## src/rtl/exu_mdu_pkg.sv

```systemverilog
// Shared types and helpers for the multiply/divide execute unit.
package exu_mdu_pkg;

  localparam int MDU_OPT_WIDTH = 3;

  // Operation encoding follows the RV M-extension funct3 field.
  typedef enum logic [MDU_OPT_WIDTH-1:0] {
    MDU_MUL    = 3'b000,
    MDU_MULH   = 3'b001,
    MDU_MULHSU = 3'b010,
    MDU_MULHU  = 3'b011,
    MDU_DIV    = 3'b100,
    MDU_DIVU   = 3'b101,
    MDU_REM    = 3'b110,
    MDU_REMU   = 3'b111
  } mdu_opt_e;

  typedef enum logic [1:0] {
    MDU_IDLE = 2'd0,
    MDU_CALC = 2'd1,
    MDU_FIX  = 2'd2,
    MDU_DONE = 2'd3
  } mdu_state_e;

  function automatic logic opt_is_div(mdu_opt_e opt);
    return opt[2];
  endfunction

  function automatic logic opt_is_rem(mdu_opt_e opt);
    return opt[2] & opt[1];
  endfunction

  function automatic logic opt_src1_signed(mdu_opt_e opt);
    return (opt == MDU_MULH) || (opt == MDU_MULHSU) || (opt == MDU_DIV) || (opt == MDU_REM);
  endfunction

  function automatic logic opt_src2_signed(mdu_opt_e opt);
    return (opt == MDU_MULH) || (opt == MDU_DIV) || (opt == MDU_REM);
  endfunction

endpackage

```

## src/rtl/exu_mdu_if.sv

```systemverilog
// Handshake and operand bundle between the EX stage and the multiply/divide unit.
interface exu_mdu_if #(
  parameter int XLEN = 32
) ();
  import exu_mdu_pkg::*;

  logic [XLEN-1:0]          i_src1;
  logic [XLEN-1:0]          i_src2;
  logic [MDU_OPT_WIDTH-1:0] i_opt;
  logic                     i_flush;
  logic                     i_pre_valid;
  logic                     o_pre_ready;
  logic                     o_post_valid;
  logic                     i_post_ready;
  logic [XLEN-1:0]          o_res;
  logic                     o_busy;

  // Pipeline side that issues operations and consumes results.
  modport master (
    output i_src1, i_src2, i_opt, i_flush, i_pre_valid, i_post_ready,
    input  o_pre_ready, o_post_valid, o_res, o_busy
  );

  // The unit itself.
  modport slave (
    input  i_src1, i_src2, i_opt, i_flush, i_pre_valid, i_post_ready,
    output o_pre_ready, o_post_valid, o_res, o_busy
  );

endinterface

```

## src/rtl/exu_mdu_divider.sv

```systemverilog
// Restoring divider on unsigned magnitudes: one quotient bit per step.
module mdu_divider #(
  parameter int XLEN = 32
) (
  input  logic            i_clk,
  input  logic            i_rst_n,
  input  logic            i_load,
  input  logic            i_step,
  input  logic [XLEN-1:0] i_dividend,
  input  logic [XLEN-1:0] i_divisor,
  output logic [XLEN-1:0] o_quo,
  output logic [XLEN-1:0] o_rem
);

  logic [XLEN-1:0] rem_q, rem_d;
  logic [XLEN-1:0] quo_q, quo_d;
  logic [XLEN:0]   trial;
  logic [XLEN:0]   diff;

  // The quotient register starts as the dividend and shifts its bits into the
  // partial remainder; the top bit of diff is the borrow of the trial subtract.
  always_comb begin
    rem_d = rem_q;
    quo_d = quo_q;
    trial = {rem_q, quo_q[XLEN-1]};
    diff  = trial - {1'b0, i_divisor};
    if (i_load) begin
      rem_d = '0;
      quo_d = i_dividend;
    end else if (i_step) begin
      if (!diff[XLEN]) begin
        rem_d = diff[XLEN-1:0];
        quo_d = {quo_q[XLEN-2:0], 1'b1};
      end else begin
        rem_d = trial[XLEN-1:0];
        quo_d = {quo_q[XLEN-2:0], 1'b0};
      end
    end
  end

  // Remainder/quotient state.
  always_ff @(posedge i_clk or negedge i_rst_n) begin
    if (!i_rst_n) begin
      rem_q <= '0;
      quo_q <= '0;
    end else begin
      rem_q <= rem_d;
      quo_q <= quo_d;
    end
  end

  assign o_quo = quo_q;
  assign o_rem = rem_q;

endmodule

```

## src/rtl/exu_mdu.sv

```systemverilog
// Multi-cycle RV M-extension execute unit: iterative multiply/divide with a
// one-cycle fast path for trivial cases and a pipeline flush.
module exu_mdu
  import exu_mdu_pkg::*;
#(
  parameter int XLEN     = 32,
  parameter int MUL_FAST = 0
) (
  input logic      i_clk,
  input logic      i_rst_n,
  exu_mdu_if.slave mdu
);

  localparam int CNT_W = $clog2(XLEN);

  mdu_state_e        state_q, state_d;
  logic [CNT_W-1:0]  cnt_q, cnt_d;
  mdu_opt_e          opt_q, opt_d;
  logic [XLEN-1:0]   mag1_q, mag1_d;
  logic [XLEN-1:0]   mag2_q, mag2_d;
  logic              neg_q, neg_d;
  logic              negr_q, negr_d;
  logic [2*XLEN-1:0] prod_q, prod_d;
  logic [XLEN-1:0]   res_q, res_d;

  mdu_opt_e          opt_in;
  logic              sign1, sign2;
  logic [XLEN-1:0]   mag1, mag2;
  logic              accept;
  logic              div_zero, div_ovf, mul_fast, fast;
  logic [XLEN-1:0]   fast_res;
  logic [2*XLEN-1:0] fast_prod;
  logic [XLEN:0]     acc_sum;
  logic              div_load, div_step;
  logic [XLEN-1:0]   div_quo, div_rem;

  // Signed result of a magnitude product, reduced to the requested half.
  function automatic logic [XLEN-1:0] mul_sel(mdu_opt_e opt, logic [2*XLEN-1:0] mag, logic neg);
    logic [2*XLEN-1:0] p;
    p = neg ? -mag : mag;
    return (opt == MDU_MUL) ? p[XLEN-1:0] : p[2*XLEN-1:XLEN];
  endfunction

  // Operand decode at the accept point: magnitudes, result signs and fast-path results.
  always_comb begin
    opt_in    = mdu_opt_e'(mdu.i_opt);
    sign1     = opt_src1_signed(opt_in) & mdu.i_src1[XLEN-1];
    sign2     = opt_src2_signed(opt_in) & mdu.i_src2[XLEN-1];
    mag1      = sign1 ? -mdu.i_src1 : mdu.i_src1;
    mag2      = sign2 ? -mdu.i_src2 : mdu.i_src2;
    div_zero  = opt_is_div(opt_in) && (mdu.i_src2 == '0);
    div_ovf   = ((opt_in == MDU_DIV) || (opt_in == MDU_REM)) &&
                (mdu.i_src1 == {1'b1, {(XLEN-1){1'b0}}}) && (mdu.i_src2 == '1);
    mul_fast  = (MUL_FAST != 0) && !opt_is_div(opt_in);
    fast      = div_zero || div_ovf || mul_fast;
    fast_prod = {{XLEN{1'b0}}, mag1} * {{XLEN{1'b0}}, mag2};
    fast_res  = mul_sel(opt_in, fast_prod, sign1 ^ sign2);
    if (div_zero) begin
      fast_res = opt_is_rem(opt_in) ? mdu.i_src1 : '1;
    end else if (div_ovf) begin
      fast_res = opt_is_rem(opt_in) ? '0 : mdu.i_src1;
    end
  end

  assign accept  = (state_q == MDU_IDLE) && mdu.i_pre_valid && !mdu.i_flush;
  // Shift-add step: add the multiplicand into the upper half when the current
  // multiplier bit (held in the low half) is set, then shift right.
  assign acc_sum = {1'b0, prod_q[2*XLEN-1:XLEN]} + (prod_q[0] ? {1'b0, mag1_q} : '0);

  // Next-state and datapath control for IDLE -> CALC -> FIX -> DONE.
  always_comb begin
    state_d  = state_q;
    cnt_d    = cnt_q;
    opt_d    = opt_q;
    mag1_d   = mag1_q;
    mag2_d   = mag2_q;
    neg_d    = neg_q;
    negr_d   = negr_q;
    prod_d   = prod_q;
    res_d    = res_q;
    div_load = 1'b0;
    div_step = 1'b0;
    case (state_q)
      MDU_IDLE: begin
        if (accept) begin
          opt_d    = opt_in;
          mag1_d   = mag1;
          mag2_d   = mag2;
          neg_d    = sign1 ^ sign2;
          negr_d   = sign1;
          prod_d   = {{XLEN{1'b0}}, mag2};
          div_load = 1'b1;
          if (fast) begin
            res_d   = fast_res;
            state_d = MDU_DONE;
          end else begin
            cnt_d   = CNT_W'(XLEN-1);
            state_d = MDU_CALC;
          end
        end
      end
      MDU_CALC: begin
        if (opt_is_div(opt_q)) begin
          div_step = 1'b1;
        end else begin
          prod_d = {acc_sum, prod_q[XLEN-1:1]};
        end
        if (cnt_q == '0) begin
          state_d = MDU_FIX;
        end else begin
          cnt_d = cnt_q - CNT_W'(1);
        end
      end
      MDU_FIX: begin
        if (opt_is_div(opt_q)) begin
          if (opt_is_rem(opt_q)) begin
            res_d = negr_q ? -div_rem : div_rem;
          end else begin
            res_d = neg_q ? -div_quo : div_quo;
          end
        end else begin
          res_d = mul_sel(opt_q, prod_q, neg_q);
        end
        state_d = MDU_DONE;
      end
      MDU_DONE: begin
        if (mdu.i_post_ready) begin
          state_d = MDU_IDLE;
        end
      end
      default: state_d = MDU_IDLE;
    endcase
    if (mdu.i_flush) begin
      state_d = MDU_IDLE;
    end
  end

  // State, counter, latched operands and result register.
  always_ff @(posedge i_clk or negedge i_rst_n) begin
    if (!i_rst_n) begin
      state_q <= MDU_IDLE;
      cnt_q   <= '0;
      opt_q   <= MDU_MUL;
      mag1_q  <= '0;
      mag2_q  <= '0;
      neg_q   <= 1'b0;
      negr_q  <= 1'b0;
      prod_q  <= '0;
      res_q   <= '0;
    end else begin
      state_q <= state_d;
      cnt_q   <= cnt_d;
      opt_q   <= opt_d;
      mag1_q  <= mag1_d;
      mag2_q  <= mag2_d;
      neg_q   <= neg_d;
      negr_q  <= negr_d;
      prod_q  <= prod_d;
      res_q   <= res_d;
    end
  end

  mdu_divider #(.XLEN(XLEN)) u_divider (
    .i_clk      (i_clk),
    .i_rst_n    (i_rst_n),
    .i_load     (div_load),
    .i_step     (div_step),
    .i_dividend (mag1),
    .i_divisor  (mag2_q),
    .o_quo      (div_quo),
    .o_rem      (div_rem)
  );

  assign mdu.o_pre_ready  = (state_q == MDU_IDLE) && !mdu.i_flush;
  assign mdu.o_post_valid = (state_q == MDU_DONE);
  assign mdu.o_busy       = (state_q != MDU_IDLE);
  assign mdu.o_res        = res_q;

endmodule

```

## src/flat_wrapper.sv

```systemverilog
// flat-port wrapper written by rule: the top's interface ports become plain ports
module exu_mdu_flat import exu_mdu_pkg::*;
#(
  parameter int XLEN     = 32,
  parameter int MUL_FAST = 0
)
  (i_clk, i_rst_n, mdu_i_src1, mdu_i_src2, mdu_i_opt, mdu_i_flush, mdu_i_pre_valid, mdu_i_post_ready, mdu_o_pre_ready, mdu_o_post_valid, mdu_o_res, mdu_o_busy);
  exu_mdu_if #(.XLEN(XLEN)) mdu_i ();
  input logic i_clk;
  input logic i_rst_n;
  input wire logic [$bits(mdu_i.i_src1)-1:0] mdu_i_src1;
  input wire logic [$bits(mdu_i.i_src2)-1:0] mdu_i_src2;
  input wire logic [$bits(mdu_i.i_opt)-1:0] mdu_i_opt;
  input wire logic [$bits(mdu_i.i_flush)-1:0] mdu_i_flush;
  input wire logic [$bits(mdu_i.i_pre_valid)-1:0] mdu_i_pre_valid;
  input wire logic [$bits(mdu_i.i_post_ready)-1:0] mdu_i_post_ready;
  output wire logic [$bits(mdu_i.o_pre_ready)-1:0] mdu_o_pre_ready;
  output wire logic [$bits(mdu_i.o_post_valid)-1:0] mdu_o_post_valid;
  output wire logic [$bits(mdu_i.o_res)-1:0] mdu_o_res;
  output wire logic [$bits(mdu_i.o_busy)-1:0] mdu_o_busy;
  assign mdu_i.i_src1 = mdu_i_src1;
  assign mdu_i.i_src2 = mdu_i_src2;
  assign mdu_i.i_opt = mdu_i_opt;
  assign mdu_i.i_flush = mdu_i_flush;
  assign mdu_i.i_pre_valid = mdu_i_pre_valid;
  assign mdu_i.i_post_ready = mdu_i_post_ready;
  assign mdu_o_pre_ready = mdu_i.o_pre_ready;
  assign mdu_o_post_valid = mdu_i.o_post_valid;
  assign mdu_o_res = mdu_i.o_res;
  assign mdu_o_busy = mdu_i.o_busy;
  exu_mdu #(.XLEN(XLEN), .MUL_FAST(MUL_FAST)) u_core (.i_clk(i_clk), .i_rst_n(i_rst_n), .mdu(mdu_i));
endmodule
```

## config.mk

```make
export PLATFORM = sky130hd
export DESIGN_NAME = exu_mdu_flat
export DESIGN_NICKNAME = d
export VERILOG_FILES = /design/src/rtl/exu_mdu_pkg.sv /design/src/rtl/exu_mdu_if.sv /design/src/rtl/exu_mdu_divider.sv /design/src/rtl/exu_mdu.sv /design/src/flat_wrapper.sv
export SDC_FILE = /design/constraint.sdc
export NUM_CORES = 2
export LEC_CHECK = 0
export BUFFER_PORTS_ARGS = -buffer_cell sky130_fd_sc_hd__buf_4
export CELL_PAD_IN_SITES_DETAIL_PLACEMENT = 0
export CELL_PAD_IN_SITES_GLOBAL_PLACEMENT = 1
export CORE_ASPECT_RATIO = 0.9
export CORE_MARGIN = 3
export CORE_UTILIZATION = 30
export CTS_CLUSTER_DIAMETER = 50
export DETAILED_ROUTE_END_ITERATION = 12
export PLACE_DENSITY_LB_ADDON = 0.08
export SKIP_LAST_GASP = 1
export SLEW_MARGIN = 5
export SYNTH_ARGS = -nofsm -noshare
export SYNTH_HDL_FRONTEND = slang
export SYNTH_SLANG_ARGS = --single-unit
```

## constraint.sdc

```tcl
create_clock -name i_clk -period 6.15 [get_ports i_clk]
set_input_delay 0.3075 -clock i_clk [delete_from_list [all_inputs] [get_ports i_clk]]
set_output_delay 0.3075 -clock i_clk [all_outputs]
set_load 0.05 [all_outputs]
```

==> reports/metrics.cfg <==
[grt]
grt_overflow_total = 0
grt_pass1_wl_microns = 322900
antenna_found_initial = 12
grt_max_degree = 140
grt_usage_pct = 27.14
grt_pass1_vias = 45080

[clock_tree]
clk_latency_ps = 620
h-tree-depth = 2
cts_tree = built
clk_root_buffer_cell = clkbuf_16
cts_buffers = 43
clock_path_buffers = 3
clk_pin_slew_ps = 60
cts_sinks = 236

[flow_run]
cap_violations = 0

[layout]
seq_area_sq_um = 5909
n_fill_cell = 16500
multi_input_area_sq_um = 38790
final_common_cell = inv_1
syn2layout_area_growth_pct = 27.29
layout_common_cells = 887 x inv_1, 874 x buf_4, 826 x nor2_1
drive_above_1_share_pct = 20.35
fin_area_sq_um = 60960
nNetsFinal = 7653

[yosys]
ys_types = 91
synthXorXnorAreaFrac_pct = 5.505
synth-simple-area-share_pct = 17.48
synthAdderAreaFrac_pct = 41.93
synth_top_family_by_area = adder cells
synthCells = 5778
synth_warnings = 0
synth_area_per_cell_sq_um = 8.288
syn-num-nets = 6954
synth-async-reset-ratio_pct = 100.0
synth_edf_count = 0
synth_mux_area_share_pct = 0.8256
synth_area_sq_um = 47890
synth_compound_area_share_pct = 12.20
ys_seq_area_share_pct = 12.33
ys.flop_type = dfrtp_1
ys_ff_latch = 236

[route]
via_count = 43130
dr.pass1.iters = 6
drc = 0
routed_via_density = 5.009
drt_iter0_markers = 3083
ant_nets = 0
drt_wl_total_microns = 220900
wire_per_inst_microns = 25.66

[timing]
skew_ps = 33.01
max_freq_mhz = 107.2
layout_min_cycle_time_ps = 9332
fin_ws_ps = -3182
hold_viol = 0
slew_violations = 0
fin_crit_sh_pct = 151.7
setup_viol = 4
rsz0062_at_grt = true
max_slew_margin_pct = 17.87
tightest_slew_ps = 1229

[status]
violations = setup timing
outcome = finished, violations left

[place]
placed_cell_area_sq_um = 58180
hpwl_microns = 188000
numPortBuffers = 106
place_congestion = 0.9163

[setup_path]
cp-start-kind = primary input
rr_worst_depth = 15
crit_path_end_kind = flip-flop
crit_path_max_fanout = 5
crit_type = in2reg
cpPeakStageDelay_ps = 570
worstPathRequired_ps = 6630
crit_path_top_delay_cell = fa_1
crit_path_frequent_cell = fa_1
cp.arrival_ps = 9810

[floorplan]
die_y_microns = 385.0
die_w_microns = 427.2
core_area_sq_um = 158000
start_util_pct = 30.31
dieArea_sq_um = 164500
io_pins = 107
rows = 138

[min_path]
worstHoldPathCells = 4
min_path_type = in2reg

cell usage after synthesis (38+ instances only):
cell        n  area share, %
nor3_1     71           0.74
a21o_1     57           0.89
clkbuf_1  306            2.4
nand2_1   732            5.7
inv_1     895            7.0
o31ai_1    38           0.60
nand3_1    42           0.44
a21oi_1   240            2.5
dfrtp_1   236             12
xnor2_1   161            2.9
and2_1     54           0.71
a31oi_1    52           0.68
fa_1      835             35
xor2_1    140            2.6
nor2_1    835            6.5
ha_1      269            7.0
o21ai_0   246            2.6
critical path: cells and delay by family:
family	cells	cell delay [ps]
AO/OA/AOI/OAI	5	1160
XOR/XNOR	1	220
adder cells (fa/ha/maj)	9	4410
buffers and inverters	8	1070
AND/OR/NAND/NOR	13	2640
registers in the layout, indices dropped and copies added, names as in the netlist:
register and flops:
u_core.prod_q 64, u_core.mag2_q 32, u_core.u_divider.o_rem 32, u_core.u_divider.o_quo 32
u_core.mag1_q 32, u_core.negr_q 1, u_core.cnt_q 5, u_core.neg_q 1
u_core.state_q 2, u_core.mdu.o_res 32, u_core.opt_q 3
final timing paths:
| kind | from | to | slack [ps] |
|---|---|---|---|
| min in group asynchronous | i_rst_n | u_core.u_divider.o_quo[14] | 310 |
| worst min register to register | u_core.mag1_q[0] | u_core.mag1_q[0] | 470 |
| worst max-delay path | mdu_i_src1[7] | u_core.mdu.o_res[18] | -3180 |
| worst min-delay path | mdu_i_opt[2] | u_core.opt_q[2] | 60 |
| max in group asynchronous | i_rst_n | u_core.mdu.o_res[18] | 4430 |
| worst max register to register | u_core.prod_q[0] | u_core.prod_q[62] | 1490 |
kinds of logic after synthesis:
kind of cell,Yosys count
adders and majority gates,1104
buffers and inverters,1233
xor gates and xnor gates,301
DFF,236
AOI/OAI and AO/OA,914
and+or+nand+nor,1952
muxes,38
layer usage:
metal  GRT usage (%)  vias up  routed length, microns
met1           37.92    22210                  100500
met3           2.760      226                    9733
met5               0        -                       0
met2           44.12     1044                  102300
met4           8.538        0                    8412
li1                -    19660                       -
what timing repair did:
action                                 4_1_cts  5_1_grt
hold buffers                                 2        0
resized for setup                          125       46
endpoints found under the hold margin       99        0
setup buffers                               32       12
cloned                                       1        1
setup endpoints to repair                    4        4
pin swaps                                   57       30
layout make-up:
class                      instances  share of cell area [%]
clock buffer                      54                   1.948
antenna                            1                0.004105
inverter                         896                   5.517
multi-input combinational       4309                   63.63
sequential                       236                   9.694
tap                             2100                   4.310
timing repair buffer             991                   14.32
clock inverter                    24                  0.5788
through the flow:
step                hold slack [ps]  setup TNS, ps  setup slack [ps]  std cells  utilization (%)
finish                        63.87          -9025             -3182       8611            38.59
global route                  59.56         -10170             -3549       8611            38.59
CTS                           24.23          -9050             -3079       8599            38.37
detailed placement            421.6         -13040             -4096       8487            36.83
global placement              417.6         -12940             -4123       8487            36.83
floorplan                     11.91         -10160             -3271       5778                -
Power is not shown: default switching activity piles up to over one toggle a cycle in this logic, so the estimate is an artifact.
